`src/rtl/stopwatch_bcd_counter_pkg.sv`:
```
// Shared types and BCD limits for the mm:ss stopwatch.
// Optional adjust feature is enabled with STOPWATCH_ADJUST_EN.
package stopwatch_bcd_counter_pkg;

    typedef enum logic [1:0] {
        ST_IDLE   = 2'd0,
        ST_RUN    = 2'd1,
        ST_PAUSED = 2'd2
    } state_t;

    localparam logic [3:0] BCD_ONES_MAX = 4'd9;
    localparam logic [3:0] BCD_TENS_MAX = 4'd5;

endpackage

```
`src/rtl/stopwatch_bcd_counter_bcd_mod60_digit_pair.sv`:
```
// Two-digit BCD counter 00..59; carry pulses on the 59 -> 00 step.
module bcd_mod60_digit_pair
    import stopwatch_bcd_counter_pkg::*;
(
    input  logic       i_clk,
    input  logic       i_rst,
    input  logic       i_clr,
    input  logic       i_inc,
    output logic [3:0] o_tens,
    output logic [3:0] o_ones,
    output logic       o_carry
);

    logic [3:0] r_tens;
    logic [3:0] r_ones;
    logic       w_ones_max;
    logic       w_tens_max;

    assign w_ones_max = (r_ones == BCD_ONES_MAX);
    assign w_tens_max = (r_tens == BCD_TENS_MAX);
    assign o_carry    = i_inc & w_ones_max & w_tens_max;
    assign o_tens     = r_tens;
    assign o_ones     = r_ones;

    always_ff @(posedge i_clk) begin
        if (i_rst || i_clr) begin
            r_tens <= 4'd0;
            r_ones <= 4'd0;
        end else if (i_inc) begin
            if (w_ones_max) begin
                r_ones <= 4'd0;
                r_tens <= w_tens_max ? 4'd0 : r_tens + 4'd1;
            end else begin
                r_ones <= r_ones + 4'd1;
            end
        end
    end

endmodule

```
`src/rtl/stopwatch_bcd_counter.sv`:
```
// mm:ss BCD stopwatch driven by rising edges of a divided clock level.
// Define STOPWATCH_ADJUST_EN to add adj/adj_sel field setting.
module stopwatch_bcd_counter
    import stopwatch_bcd_counter_pkg::*;
#(
    parameter int TICKS_PER_INC = 1
) (
    input  logic       clk_in,
    input  logic       rst,
    input  logic       div_clk,
    input  logic       run_toggle,
    input  logic       clear,
`ifdef STOPWATCH_ADJUST_EN
    input  logic       adj,
    input  logic       adj_sel,
`endif
    output logic [3:0] min_tens,
    output logic [3:0] min_ones,
    output logic [3:0] sec_tens,
    output logic [3:0] sec_ones,
    output logic       running,
    output logic       tick_out,
    output logic       wrap
);

    localparam logic [7:0] PRE_LAST = 8'(TICKS_PER_INC - 1);

    logic       r_s0;
    logic       r_s1;
    logic       r_s2;
    logic       r_tick_out;
    state_t     r_state;
    logic [7:0] r_prescale;
    logic       r_running;
    logic       r_wrap;

    logic       w_tick;
    logic       w_run;
    logic       w_cnt_tick;
    logic       w_inc;
    logic       w_adj_sec;
    logic       w_adj_min;
    logic       w_sec_inc;
    logic       w_min_inc;
    logic       w_sec_carry;
    logic       w_min_carry;
    logic       w_clr;

    assign w_tick     = r_s1 & ~r_s2;
    assign w_run      = (r_state == ST_RUN);
    assign w_cnt_tick = w_run & w_tick & ~clear;
    assign w_inc      = w_cnt_tick & (r_prescale == PRE_LAST);
    assign w_clr      = clear;

`ifdef STOPWATCH_ADJUST_EN
    // Adjust bypasses the prescaler and never carries across fields
    assign w_adj_sec = ~w_run & w_tick & ~clear & adj & ~adj_sel;
    assign w_adj_min = ~w_run & w_tick & ~clear & adj & adj_sel;
`else
    assign w_adj_sec = 1'b0;
    assign w_adj_min = 1'b0;
`endif

    assign w_sec_inc = w_inc | w_adj_sec;
    assign w_min_inc = (w_inc & w_sec_carry) | w_adj_min;

    bcd_mod60_digit_pair u_sec (
        .i_clk   (clk_in),
        .i_rst   (rst),
        .i_clr   (w_clr),
        .i_inc   (w_sec_inc),
        .o_tens  (sec_tens),
        .o_ones  (sec_ones),
        .o_carry (w_sec_carry)
    );

    bcd_mod60_digit_pair u_min (
        .i_clk   (clk_in),
        .i_rst   (rst),
        .i_clr   (w_clr),
        .i_inc   (w_min_inc),
        .o_tens  (min_tens),
        .o_ones  (min_ones),
        .o_carry (w_min_carry)
    );

    always_ff @(posedge clk_in) begin
        if (rst) begin
            r_s0       <= 1'b0;
            r_s1       <= 1'b0;
            r_s2       <= 1'b0;
            r_tick_out <= 1'b0;
        end else begin
            r_s0       <= div_clk;
            r_s1       <= r_s0;
            r_s2       <= r_s1;
            r_tick_out <= w_tick;
        end
    end

    // Counting uses the state before any toggle in the same cycle
    always_ff @(posedge clk_in) begin
        if (rst || clear) begin
            r_state    <= ST_IDLE;
            r_running  <= 1'b0;
            r_prescale <= 8'd0;
            r_wrap     <= 1'b0;
        end else begin
            r_wrap <= w_inc & w_min_carry;
            if (w_cnt_tick) begin
                r_prescale <= (r_prescale == PRE_LAST) ? 8'd0
                                                       : r_prescale + 8'd1;
            end
            if (run_toggle) begin
                unique case (r_state)
                    ST_IDLE: begin
                        r_state   <= ST_RUN;
                        r_running <= 1'b1;
                    end
                    ST_RUN: begin
                        r_state   <= ST_PAUSED;
                        r_running <= 1'b0;
                    end
                    ST_PAUSED: begin
                        r_state   <= ST_RUN;
                        r_running <= 1'b1;
                    end
                    default: begin
                        r_state   <= ST_IDLE;
                        r_running <= 1'b0;
                    end
                endcase
            end
        end
    end

    assign running  = r_running;
    assign tick_out = r_tick_out;
    assign wrap     = r_wrap;

endmodule

```
`config.mk`:
```
export PLATFORM = sky130hd
export DESIGN_NAME = stopwatch_bcd_counter
export DESIGN_NICKNAME = d
export VERILOG_FILES = /design/src/rtl/stopwatch_bcd_counter_pkg.sv /design/src/rtl/stopwatch_bcd_counter_bcd_mod60_digit_pair.sv /design/src/rtl/stopwatch_bcd_counter.sv
export SDC_FILE = /design/constraint.sdc
export NUM_CORES = 1
export LEC_CHECK = 0
export CAP_MARGIN = 20
export CORE_ASPECT_RATIO = 0.8
export CORE_MARGIN = 2
export CORE_UTILIZATION = 36
export DETAILED_ROUTE_END_ITERATION = 16
export GPL_TIMING_DRIVEN = 1
export PLACE_DENSITY_LB_ADDON = 0.15
export SYNTH_ARGS = -nofsm -noshare
export SYNTH_HDL_FRONTEND = slang
export SYNTH_SLANG_ARGS = --single-unit
```
`constraint.sdc`:
```
create_clock -name clk_in -period 2.58 [get_ports clk_in]
set_clock_uncertainty 0.1 [all_clocks]
set_input_delay 0.258 -clock clk_in [delete_from_list [all_inputs] [get_ports clk_in]]
set_output_delay 0.258 -clock clk_in [all_outputs]
set_load 0.05 [all_outputs]
```
==> results of run 1 <==
[layer usage]
metal | share of wire [%] | up-vias
met2 | 45 | 35
met4 | 1.4 | 0
li1 | - | 723
met1 | 50 | 654
met3 | 3.7 | 7
met5 | 0 | -
[synthesized netlist by cell type (all sizes together), types with 2 or more instances]
library cell | number | area, sq um
dfxtp | 32 | 641
nand2 | 13 | 48.8
nor2 | 13 | 48.8
a21oi | 12 | 63.8
nor2b | 10 | 62.6
nand3 | 9 | 45.0
inv | 8 | 30.0
nand4 | 8 | 71.3
o21ai | 6 | 30.0
nor3 | 5 | 30.0
nor4 | 5 | 31.3
or3 | 5 | 31.3
clkbuf | 4 | 15.0
o31ai | 4 | 30.0
or4 | 4 | 33.8
xnor2 | 4 | 35.0
and4 | 3 | 26.3
mux2i | 3 | 30.0
nor3b | 3 | 45.1
o311ai | 3 | 26.3
xor2 | 3 | 26.3
a31oi | 2 | 12.5
ha | 2 | 25.0
nand2b | 2 | 12.5
o211ai | 2 | 15.0
o41ai | 2 | 17.5
or2b | 2 | 15.0
[power by group through the flow]
stage,registers (mW),logic [mW],clock network (mW)
floorplan,0.515,0.0212,0
global placement,0.512,0.0424,0
detailed placement,0.511,0.0430,0
CTS,0.500,0.0431,0.414
global route,0.501,0.0469,0.438
finish,0.500,0.0431,0.401
[kinds of logic after synthesis]
| kind of cell | count (synthesis) | share of synthesized area [%] |
|---|---|---|
| compound gates | 33 | 13.4 |
| xor+xnor | 7 | 3.85 |
| fa+ha+maj | 2 | 1.57 |
| buf+inv | 13 | 3.14 |
| simple gates | 90 | 36.0 |
| mux | 3 | 1.88 |
| flops | 32 | 40.2 |
[cell usage in the layout, fill, tap and decap left out, types with 4 or more instances in the layout]
cell type,synthesis,layout
o21ai_0,6,6
inv_1,8,8
nand4_1,6,6
xnor2_1,4,4
dfxtp_1,32,32
nand2_1,13,13
clkbuf_8,0,6
nor3_1,4,4
nand3_1,9,9
clkdlybuf4s50_1,0,23
a21oi_1,11,11
o31ai_1,4,4
nor4_1,5,5
nor2b_1,10,10
nor2_1,13,13
or3_1,5,5
[sequential cells by signal (all words and copies together) (netlist names)]
name,flops
r_prescale,8
r_state,2
r_s2,1
running,1
r_s0,1
u_sec.o_tens,4
u_min.o_ones,4
r_s1,1
tick_out,1
u_min.o_tens,4
u_sec.o_ones,4
wrap,1
[per-stage QoR]
stage / area (sq um) / hold slack (ns)
after floorplan: 1590 / 0.230
after global placement: 1900 / 0.327
after detailed placement: 1900 / 0.343
after CTS: 1990 / 0.354
after global routing: 1990 / 0.378
final: 1990 / 0.353
[path summary, 6_finish.rpt]
| path | end | from | slack (ns) |
|---|---|---|---|
| setup reg to reg | u_min.o_tens[1]$_SDFFE_PP0P_ | r_prescale[0]$_SDFFE_PP0N_ | 0.36 |
| hold reg to reg | r_s1$_SDFF_PP0_ | r_s0$_SDFF_PP0_ | 0.35 |
| setup / recovery | u_min.o_tens[1]$_SDFFE_PP0P_ | r_prescale[0]$_SDFFE_PP0N_ | 0.36 |
| hold / removal | r_s1$_SDFF_PP0_ | r_s0$_SDFF_PP0_ | 0.35 |
[cell type report]
type	instances	area [sq um]
well taps	57	71.3
flip-flops and latches	32	641
clock inverters	2	10.0
inverters	8	30.0
multi-input cells	135	903
clock buffers	6	82.6
repair buffers	26	253
fillers	416	2240
==> metrics.md, run 1 <==
| Metric | Value |
|---|---|
| Die Footprint | `4980 sq um` |
| Final period util | `85.9%` |
| Synth warn | `0` |
| PD cells | `474 nW/um^2` |
| All-Layer GR Usage | `15.4%` |
| Met3 Use GR | `4.30%` |
| Via-per-instance ratio | `5.33` |
| Die width | `78.4 um` |
| Number of gates resized after CTS | `0` |
| Clock sinks | `32` |
| Worst R2R Path Depth | `6` |
| CP endpoint kind | `flip-flop` |
| Row count | `21` |
| Global-route wire length before repair | `5960 um` |
| Crit path largest cell delay | `0.58 ns` |
| CTS H-tree lvls | `2` |
| Clock buffer depth | `2` |
| FMAX | `451 MHz` |
| Initial Util | `37.7%` |
| Post-CTS setup repair buffer count | `0` |
| Crit path max-delay family | `simple AND/OR/NAND/NOR gates` |
| Port-buffer cells | `23` |
| Hold Violations, Final | `0` |
| Share of post-route cells with drive strength above 1 | `10.5%` |
| Seq/Total Area, Yosys | `40.2%` |
| Clk pwr share | `42.5%` |
| Worst path cell trace | `inv_1, ha_1, nor4bb_1, nand4_2, or4b_1, a21oi_1` |
| CTS tree | `done` |
| Initial antenna violation count | `0` |
| CP Class | `flip-flop to flip-flop` |
| Slowest CP cell | `or4b_1` |
| Number of enable flip-flop cells after synthesis | `0` |
| WL/cell | `13.3 um` |
| Final setup fails | `0` |
| Area grow syn2layout | `24.9%` |
| Worst-Skew Late Latency | `0.29 ns` |
| Final setup TNS | `0 ns` |
| Synth Instances | `180` |
| RSZ-0062 raised after global routing | `false` |
| WP data arrival | `2.34 ns` |
| DP Wirelength | `2550 um` |
| Root buf cell | `clkbuf_8` |
| Synth Cell Area | `1590 sq um` |
| Yosys reg bits | `32` |
| Net load switching power | `0.216 mW` |
| Die Y-Extent | `63.5 um` |
| Grt met1 use | `21.2%` |
| Top Ports | `24` |
| CTS Buf Count | `5` |
| Critical Path Stages | `6` |
| Clk slew on worst S/H paths | `0.08 ns` |
| Min Tclk post-route | `2.22 ns` |
| DRT antenna net count | `0` |
| Fin nets | `215` |
| Syn Nets | `187` |
| Layout Cells excl Fill | `266` |
| Max VDD drop | `299 uV` |
| # hold bufs at CTS | `0` |
| Fin. max-slew vios | `0` |
| Synth cell types | `44` |
| Top_reg_cell synth | `dfxtp_1` |
| Largest fanout on the critical path | `17` |
| Global route hottest layer | `met2` |
| Mean post-synth cell area | `8.86 sq um` |
| # diodes | `0` |
| Pre-CTS WS | `0.190 ns` |
| Total power | `0.944 mW` |
| Status | `completed` |
| Switching part of the total | `22.9%` |
| Int Pwr | `0.728 mW` |
| Max Cap Viol | `0` |
| WP buf/inv | `1` |
| Slew @ Worst Pin | `0.574 ns` |
| Worst Hold Class | `flip-flop to flip-flop` |
| Asr flop ratio synth | `0%` |
| Core area | `4230 sq um` |
| Number of global-route vias before repair | `1245` |
| DR iter-0 viols | `70` |
| Placed cells | `258` |
| CP Launch Type | `flip-flop` |
| Seq pwr share | `53.0%` |
| Drt first pass iters | `4` |
| Overflow after GRT | `0` |
| Vias | `1419` |
| WL final | `3530 um` |
| WHS Path Cells | `1` |
| Final worst setup slack | `0.364 ns` |
| GPL Wtd Cong | `0.834` |
| Data required, critical path | `2.70 ns` |
| Combinational power share | `4.6%` |
| Met2 Usage GRT | `23.0%` |
| Max_slew headroom | `61.6%` |
| Largest net degree at the start of global routing | `18` |
| Pleak | `0.633 nW` |
| Post-layout util | `47.1%` |
| Residual DRC count | `0` |
Note: power is estimated with default switching activity, not from simulation.
==> inputs of run 2 (changes only) <==
--- a/config.mk
+++ b/config.mk
@@ -12,6 +12,7 @@
 export DETAILED_ROUTE_END_ITERATION = 16
 export GPL_TIMING_DRIVEN = 1
 export PLACE_DENSITY_LB_ADDON = 0.15
+export REMOVE_ABC_BUFFERS = 1
 export SYNTH_ARGS = -nofsm -noshare
 export SYNTH_HDL_FRONTEND = slang
 export SYNTH_SLANG_ARGS = --single-unit
==> constraint.sdc (replaced) <==
create_clock -name clk_in -period 2.8 [get_ports clk_in]
set_clock_uncertainty 0.1 [all_clocks]
set_input_delay 0.28 -clock clk_in [delete_from_list [all_inputs] [get_ports clk_in]]
set_output_delay 0.28 -clock clk_in [all_outputs]
set_load 0.05 [all_outputs]
==> run 2 against run 1 <==
Effect of this change:
- combinational power decreased by 8.8%
- register-to-register slack improved by 0.15 ns
- clock-buffer cell count increased by 1
- sequential share of layout area increased by 0.061 points
- first-iteration DRC count increased by 26%
- sequential cell count unchanged
- final cell count decreased by 0.75%
- global-route usage increased by 0.97 points
- die area unchanged
- utilization decreased by 0.089 points
- setup slack improved by 0.15 ns
==> metrics.md, run 2 (same netlist as run 1, synthesis figures left out) <==
| Metric | Value |
|---|---|
| Die Y-Extent | `63.5 um (unchanged)` |
| Final setup fails | `0 (unchanged)` |
| PD cells | `444 nW/um^2 (was 474 nW/um^2)` |
| Fin. max-slew vios | `0 (unchanged)` |
| Root buf cell | `clkbuf_8 (unchanged)` |
| Data required, critical path | `2.91 ns (was 2.70 ns)` |
| Layout Cell Area excl Fill | `1990 sq um (about the same)` |
| WP data arrival | `2.40 ns (was 2.34 ns)` |
| Die width | `78.4 um (unchanged)` |
| Pleak | `0.626 nW (was 0.633 nW)` |
| CP startpoint | `r_prescale[0]$_SDFFE_PP0N_ (unchanged)` |
| Reg2reg start | `r_prescale[0]$_SDFFE_PP0N_ (unchanged)` |
| Most frequent cells in the layout | `dfxtp_1, clkdlybuf4s50_1, nor2_1, nand2_1, a21oi_1 (unchanged)` |
| CP endpoint kind | `flip-flop (unchanged)` |
| Global-route wire length before repair | `6580 um (was 5960 um)` |
| Initial antenna violation count | `0 (unchanged)` |
| Clock sinks | `32 (unchanged)` |
| DR iter-0 viols | `88 (was 70)` |
| WL/cell | `13.5 um (was 13.3 um)` |
| Largest net degree at the start of global routing | `18 (unchanged)` |
| End of the critical path | `u_min.o_tens[1]$_SDFFE_PP0P_ (unchanged)` |
| Commonest non-fill, non-tap cell in the layout | `dfxtp_1 (unchanged)` |
| CTS H-tree lvls | `2 (unchanged)` |
| Slew @ Worst Pin | `0.635 ns (was 0.574 ns)` |
| Worst-Skew Late Latency | `0.28 ns (was 0.29 ns)` |
| RSZ-0062 raised after global routing | `false (unchanged)` |
| CTS tree | `done (unchanged)` |
| Number of global-route vias before repair | `1399 (was 1245)` |
| CP Class | `flip-flop to flip-flop (unchanged)` |
| Max_slew headroom | `57.5% (was 61.6%)` |
| FMAX | `437 MHz (was 451 MHz)` |
| Max VDD drop | `313 uV (was 299 uV)` |
| Final period util | `81.7% (was 85.9%)` |
| Pre-CTS WS | `0.474 ns (was 0.190 ns)` |
| DP Wirelength | `2600 um (was 2550 um)` |
| Max Cap Viol | `0 (unchanged)` |
| Hold_ws | `0.359 ns (was 0.353 ns)` |
| Status | `completed (unchanged)` |
| # hold bufs at CTS | `0 (unchanged)` |
| Final worst setup slack | `0.512 ns (was 0.364 ns)` |
| Multi-input gate area | `903 sq um (unchanged)` |
| Overflow after GRT | `0 (unchanged)` |
| Fillers | `400 (was 416)` |
| Share of post-route cells with drive strength above 1 | `9.66% (was 10.5%)` |
| Top Ports | `24 (unchanged)` |
| Core area | `4230 sq um (unchanged)` |
| Via-per-instance ratio | `5.41 (was 5.33)` |
| Die Footprint | `4980 sq um (unchanged)` |
| Post-CTS setup repair buffer count | `0 (unchanged)` |
| R2R Setup Slk | `0.51 ns (was 0.36 ns)` |
| Vias | `1428 (was 1419)` |
| Number of gates resized after CTS | `0 (unchanged)` |
| Placed Area | `1890 sq um (was 1900 sq um)` |
| Row count | `21 (unchanged)` |
| Port-buffer cells | `23 (unchanged)` |
| Residual DRC count | `0 (unchanged)` |
| Final setup TNS | `0 ns (unchanged)` |
| # diodes | `0 (unchanged)` |
| Area grow syn2layout | `24.6% (was 24.9%)` |
| R2r endpoint | `u_min.o_tens[1]$_SDFFE_PP0P_ (unchanged)` |
| Fin nets | `214 (was 215)` |
| Clk slew on worst S/H paths | `0.07 ns (was 0.08 ns)` |
| WL final | `3570 um (was 3530 um)` |
| Largest fanout on the critical path | `17 (unchanged)` |
| Register area | `641 sq um (unchanged)` |
| Initial Util | `37.7% (unchanged)` |
| Largest register by flop count | `r_prescale (unchanged)` |
| CTS Buf Count | `5 (unchanged)` |
| Hold Violations, Final | `0 (unchanged)` |
| Worst Hold Class | `flip-flop to flip-flop (unchanged)` |
| All-Layer GR Usage | `16.4% (was 15.4%)` |
| DRT antenna net count | `0 (unchanged)` |
| Clock buffer depth | `2 (unchanged)` |
| GPL Wtd Cong | `0.813 (was 0.834)` |
| CP Launch Type | `flip-flop (unchanged)` |
| Largest register FFs | `8 (unchanged)` |
| Drt first pass iters | `4 (unchanged)` |
| Worst R2R Path Depth | `6 (unchanged)` |
| Min Tclk post-route | `2.29 ns (was 2.22 ns)` |
run 2: worst max-delay path, cell delays in order (launching register included):
cell      delay, ns
dfxtp_1        0.33
inv_1          0.09
ha_1           0.15
nor4bb_1       0.42
nand4_2        0.40
or4b_1         0.58
a21oi_1        0.14
run 2: metal layers:
| metal | routed length (um) | track usage [%] | share of wire [%] | up-vias |
|---|---|---|---|---|
| met5 | 0 | 0 | 0 | - |
| met4 | 13 | 4.61 | 0.36 | 0 |
| met3 | 201 | 4.58 | 5.6 | 2 |
| met2 | 1620 | 25.5 | 45 | 38 |
| met1 | 1740 | 22.3 | 49 | 674 |
| li1 | - | - | - | 714 |
run 2: power by group:
part           switching (mW)  total [mW]  internal [mW]  leakage [nW]
Combinational          0.0232      0.0393         0.0161         0.318
Clock                   0.162       0.381          0.219        0.0503
Sequential            0.00233       0.461          0.459         0.259
run 2: how the worst min path moves through the flow:
stage,startpoint,to,slack (ns),cells after the start
2_1_floorplan,rst,r_s0$_SDFF_PP0_,0.25,1
3_5_place_dp,r_s0$_SDFF_PP0_,r_s1$_SDFF_PP0_,0.35,1
4_1_cts,r_s0$_SDFF_PP0_,r_s1$_SDFF_PP0_,0.36,1
3_3_place_gp,r_s0$_SDFF_PP0_,r_s1$_SDFF_PP0_,0.33,1
6_report,r_s0$_SDFF_PP0_,r_s1$_SDFF_PP0_,0.36,1
5_1_grt,r_s0$_SDFF_PP0_,r_s1$_SDFF_PP0_,0.37,1
run 2: layout make-up:
type                       instances  share of cell area (%)
multi-input combinational        135                    45.5
sequential                        32                    32.2
timing repair buffer              25                    12.3
clock buffer                       7                    4.85
tap                               57                    3.59
inverter                           8                    1.51
run 2: through the flow:
step	util (%)	instances	power (mW)
2_1_floorplan	-	175	0.493
3_3_place_gp	44.7	257	0.510
3_5_place_dp	44.7	257	0.511
4_1_cts	47.0	264	0.893
5_1_grt	47.0	264	0.922
6_report	47.0	264	0.881
==> inputs of run 3 (changes only) <==
==> constraint.sdc (replaced) <==
create_clock -name clk_in -period 2.1 [get_ports clk_in]
set_clock_uncertainty 0.1 [all_clocks]
set_input_delay 0.21 -clock clk_in [delete_from_list [all_inputs] [get_ports clk_in]]
set_output_delay 0.21 -clock clk_in [all_outputs]
set_load 0.05 [all_outputs]
==> run 3 against run 2 <==
Effect of this change:
- total power up 27%
- maximum frequency rose by 13%
- via count rose by 5.8%
- clock power increased by 17%
- clock-buffer cell count fell by 1
- highest routed layer unchanged
- utilization grew 2.8 points
- register-to-register slack worse by 0.43 ns
==> metrics.md, run 3 (same netlist as run 1, synthesis figures left out) <==
| Metric | Value |
|---|---|
| Status | `completed (unchanged)` |
| Post-CTS setup repair buffer count | `0 (unchanged)` |
| DP Wirelength | `2830 um (was 2600 um)` |
| Most frequent cells in the layout | `dfxtp_1, clkdlybuf4s50_1, buf_4 (was dfxtp_1, clkdlybuf4s50_1, nor2_1, nand2_1, a21oi_1)` |
| Fin. max-slew vios | `0 (unchanged)` |
| Die Y-Extent | `63.5 um (unchanged)` |
| Fillers | `413 (was 400)` |
| Fin nets | `230 (was 214)` |
| Max Cap Viol | `0 (unchanged)` |
| CP startpoint | `r_prescale[0]$_SDFFE_PP0N_ (unchanged)` |
| Final period util | `96.1% (was 81.7%)` |
| CTS tree | `done (unchanged)` |
| Row count | `21 (unchanged)` |
| Max VDD drop | `297 uV (was 313 uV)` |
| DR iter-0 viols | `45 (was 88)` |
| Min Tclk post-route | `2.02 ns (was 2.29 ns)` |
| Area grow syn2layout | `32.2% (was 24.6%)` |
| Data required, critical path | `2.21 ns (was 2.91 ns)` |
| Residual DRC count | `0 (unchanged)` |
| WL/cell | `14.0 um (was 13.5 um)` |
| WL final | `3920 um (was 3570 um)` |
| Hold_ws | `0.351 ns (was 0.359 ns)` |
| Clock buffer depth | `2 (unchanged)` |
| Via-per-instance ratio | `5.40 (was 5.41)` |
| Final worst setup slack | `0.0816 ns (was 0.512 ns)` |
| CTS H-tree lvls | `2 (unchanged)` |
| Port-buffer cells | `23 (unchanged)` |
| WP data arrival | `2.13 ns (was 2.40 ns)` |
| Largest net degree at the start of global routing | `14 (was 18)` |
| Top Ports | `24 (unchanged)` |
| Die Footprint | `4980 sq um (unchanged)` |
| Pre-CTS WS | `-0.0826 ns (was 0.474 ns)` |
| End of the critical path | `u_min.o_tens[1]$_SDFFE_PP0P_ (unchanged)` |
| Largest register by flop count | `r_prescale (unchanged)` |
| PD cells | `532 nW/um^2 (was 444 nW/um^2)` |
| Pleak | `0.684 nW (was 0.626 nW)` |
| FMAX | `495 MHz (was 437 MHz)` |
| DRT antenna net count | `0 (unchanged)` |
| Largest fanout on the critical path | `6 (was 17)` |
| Final setup fails | `0 (unchanged)` |
| Vias | `1511 (was 1428)` |
| Root buf cell | `clkbuf_8 (unchanged)` |
| Hold Violations, Final | `0 (unchanged)` |
| Largest register FFs | `8 (unchanged)` |
| Worst-Skew Late Latency | `0.28 ns (about the same)` |
| Share of post-route cells with drive strength above 1 | `16.6% (was 9.66%)` |
| R2R Setup Slk | `0.08 ns (was 0.51 ns)` |
| Slew @ Worst Pin | `0.510 ns (was 0.635 ns)` |
| CTS Buf Count | `5 (unchanged)` |
| CP Launch Type | `flip-flop (unchanged)` |
| Clk slew on worst S/H paths | `0.06 ns (was 0.07 ns)` |
| Number of global-route vias before repair | `1400 (was 1399)` |
| Clock sinks | `32 (unchanged)` |
| Global-route wire length before repair | `6470 um (was 6580 um)` |
| CP endpoint kind | `flip-flop (unchanged)` |
| Total power | `1.12 mW (was 0.881 mW)` |
| Overflow after GRT | `0 (unchanged)` |
| All-Layer GR Usage | `16.4% (about the same)` |
| Worst R2R Path Depth | `8 (was 6)` |
| CP Class | `flip-flop to flip-flop (unchanged)` |
| # diodes | `0 (unchanged)` |
| Drt first pass iters | `4 (unchanged)` |
| Max_slew headroom | `65.9% (was 57.5%)` |
| Commonest non-fill, non-tap cell in the layout | `dfxtp_1 (unchanged)` |
| Die width | `78.4 um (unchanged)` |
| R2r endpoint | `u_min.o_tens[1]$_SDFFE_PP0P_ (unchanged)` |
| Worst Hold Class | `flip-flop to flip-flop (unchanged)` |
| Initial Util | `37.7% (unchanged)` |
| GPL Wtd Cong | `0.776 (was 0.813)` |
| Initial antenna violation count | `0 (unchanged)` |
| Reg2reg start | `r_prescale[0]$_SDFFE_PP0N_ (unchanged)` |
| Core area | `4230 sq um (unchanged)` |
run 3: cell types whose count changed in the layout (fill, tap and decap cells not counted), sizes merged:
cell / delta
clkbuf: -1
buf: +16
clkinv: +1
run 3: stage by stage:
step	cells	area [sq um]	util [%]	setup TNS [ns]
after CTS	279	2080	49.3	0
after detailed placement	272	2000	47.4	-0.138
after global placement	272	2000	47.4	0
after floorplan	175	1570	-	-0.196
after global routing	280	2110	49.8	-0.0290
final	280	2110	49.8	0
run 3: final cells by class:
type	count	area (sq um)	area share [%]
multi-input combinational	135	921	43.7
clock inverter	1	5.00	0.238
inverter	8	30.0	1.43
tap	57	71.3	3.38
sequential	32	641	30.4
timing repair buffer	41	367	17.4
clock buffer	6	72.6	3.44
run 3: worst min-delay path by stage:
stage | from | slack, ns | to | cells after the start
after detailed placement | r_s0$_SDFF_PP0_ | 0.33 | r_s1$_SDFF_PP0_ | 1
after CTS | r_s0$_SDFF_PP0_ | 0.36 | r_s1$_SDFF_PP0_ | 1
after global routing | r_s0$_SDFF_PP0_ | 0.37 | r_s1$_SDFF_PP0_ | 1
after floorplan | rst | 0.18 | r_s0$_SDFF_PP0_ | 1
after global placement | r_s0$_SDFF_PP0_ | 0.33 | r_s1$_SDFF_PP0_ | 1
final | r_s0$_SDFF_PP0_ | 0.35 | r_s1$_SDFF_PP0_ | 1
run 3: metal layers:
metal  track usage, %  part of all wire [%]  vias up
met4             4.61                   1.1        0
met3             4.30                   3.6       10
met2             26.3                    46       39
met1             21.9                    49      710
li1                 -                     -      752
met5                0                     0        -
run 3: critical path: stages, from the launching register on:
cell	delay [ns]
dfxtp_1	0.33
inv_1	0.08
ha_2	0.18
nor4bb_2	0.20
buf_4	0.16
nand4_4	0.12
buf_6	0.17
or4b_1	0.46
a21oi_1	0.14
run 3: timing repair:
| item | 4_1_cts | 5_1_grt |
|---|---|---|
| pin swaps | 1 | 2 |
| cloned | 0 | 1 |
| endpoints found under the setup margin | 2 | 6 |
| hold endpoints to repair | 0 | 0 |
| hold buffers | 0 | 0 |
| resized for setup | 1 | 3 |
run 3: report_power, final:
part | leakage, nW | internal (mW) | total (mW) | switching, mW
Clock | 0.0410 | 0.225 | 0.445 | 0.219
Sequential | 0.259 | 0.612 | 0.615 | 0.00323
Combinational | 0.384 | 0.0276 | 0.0607 | 0.0331
Total | 0.684 | 0.864 | 1.12 | 0.256
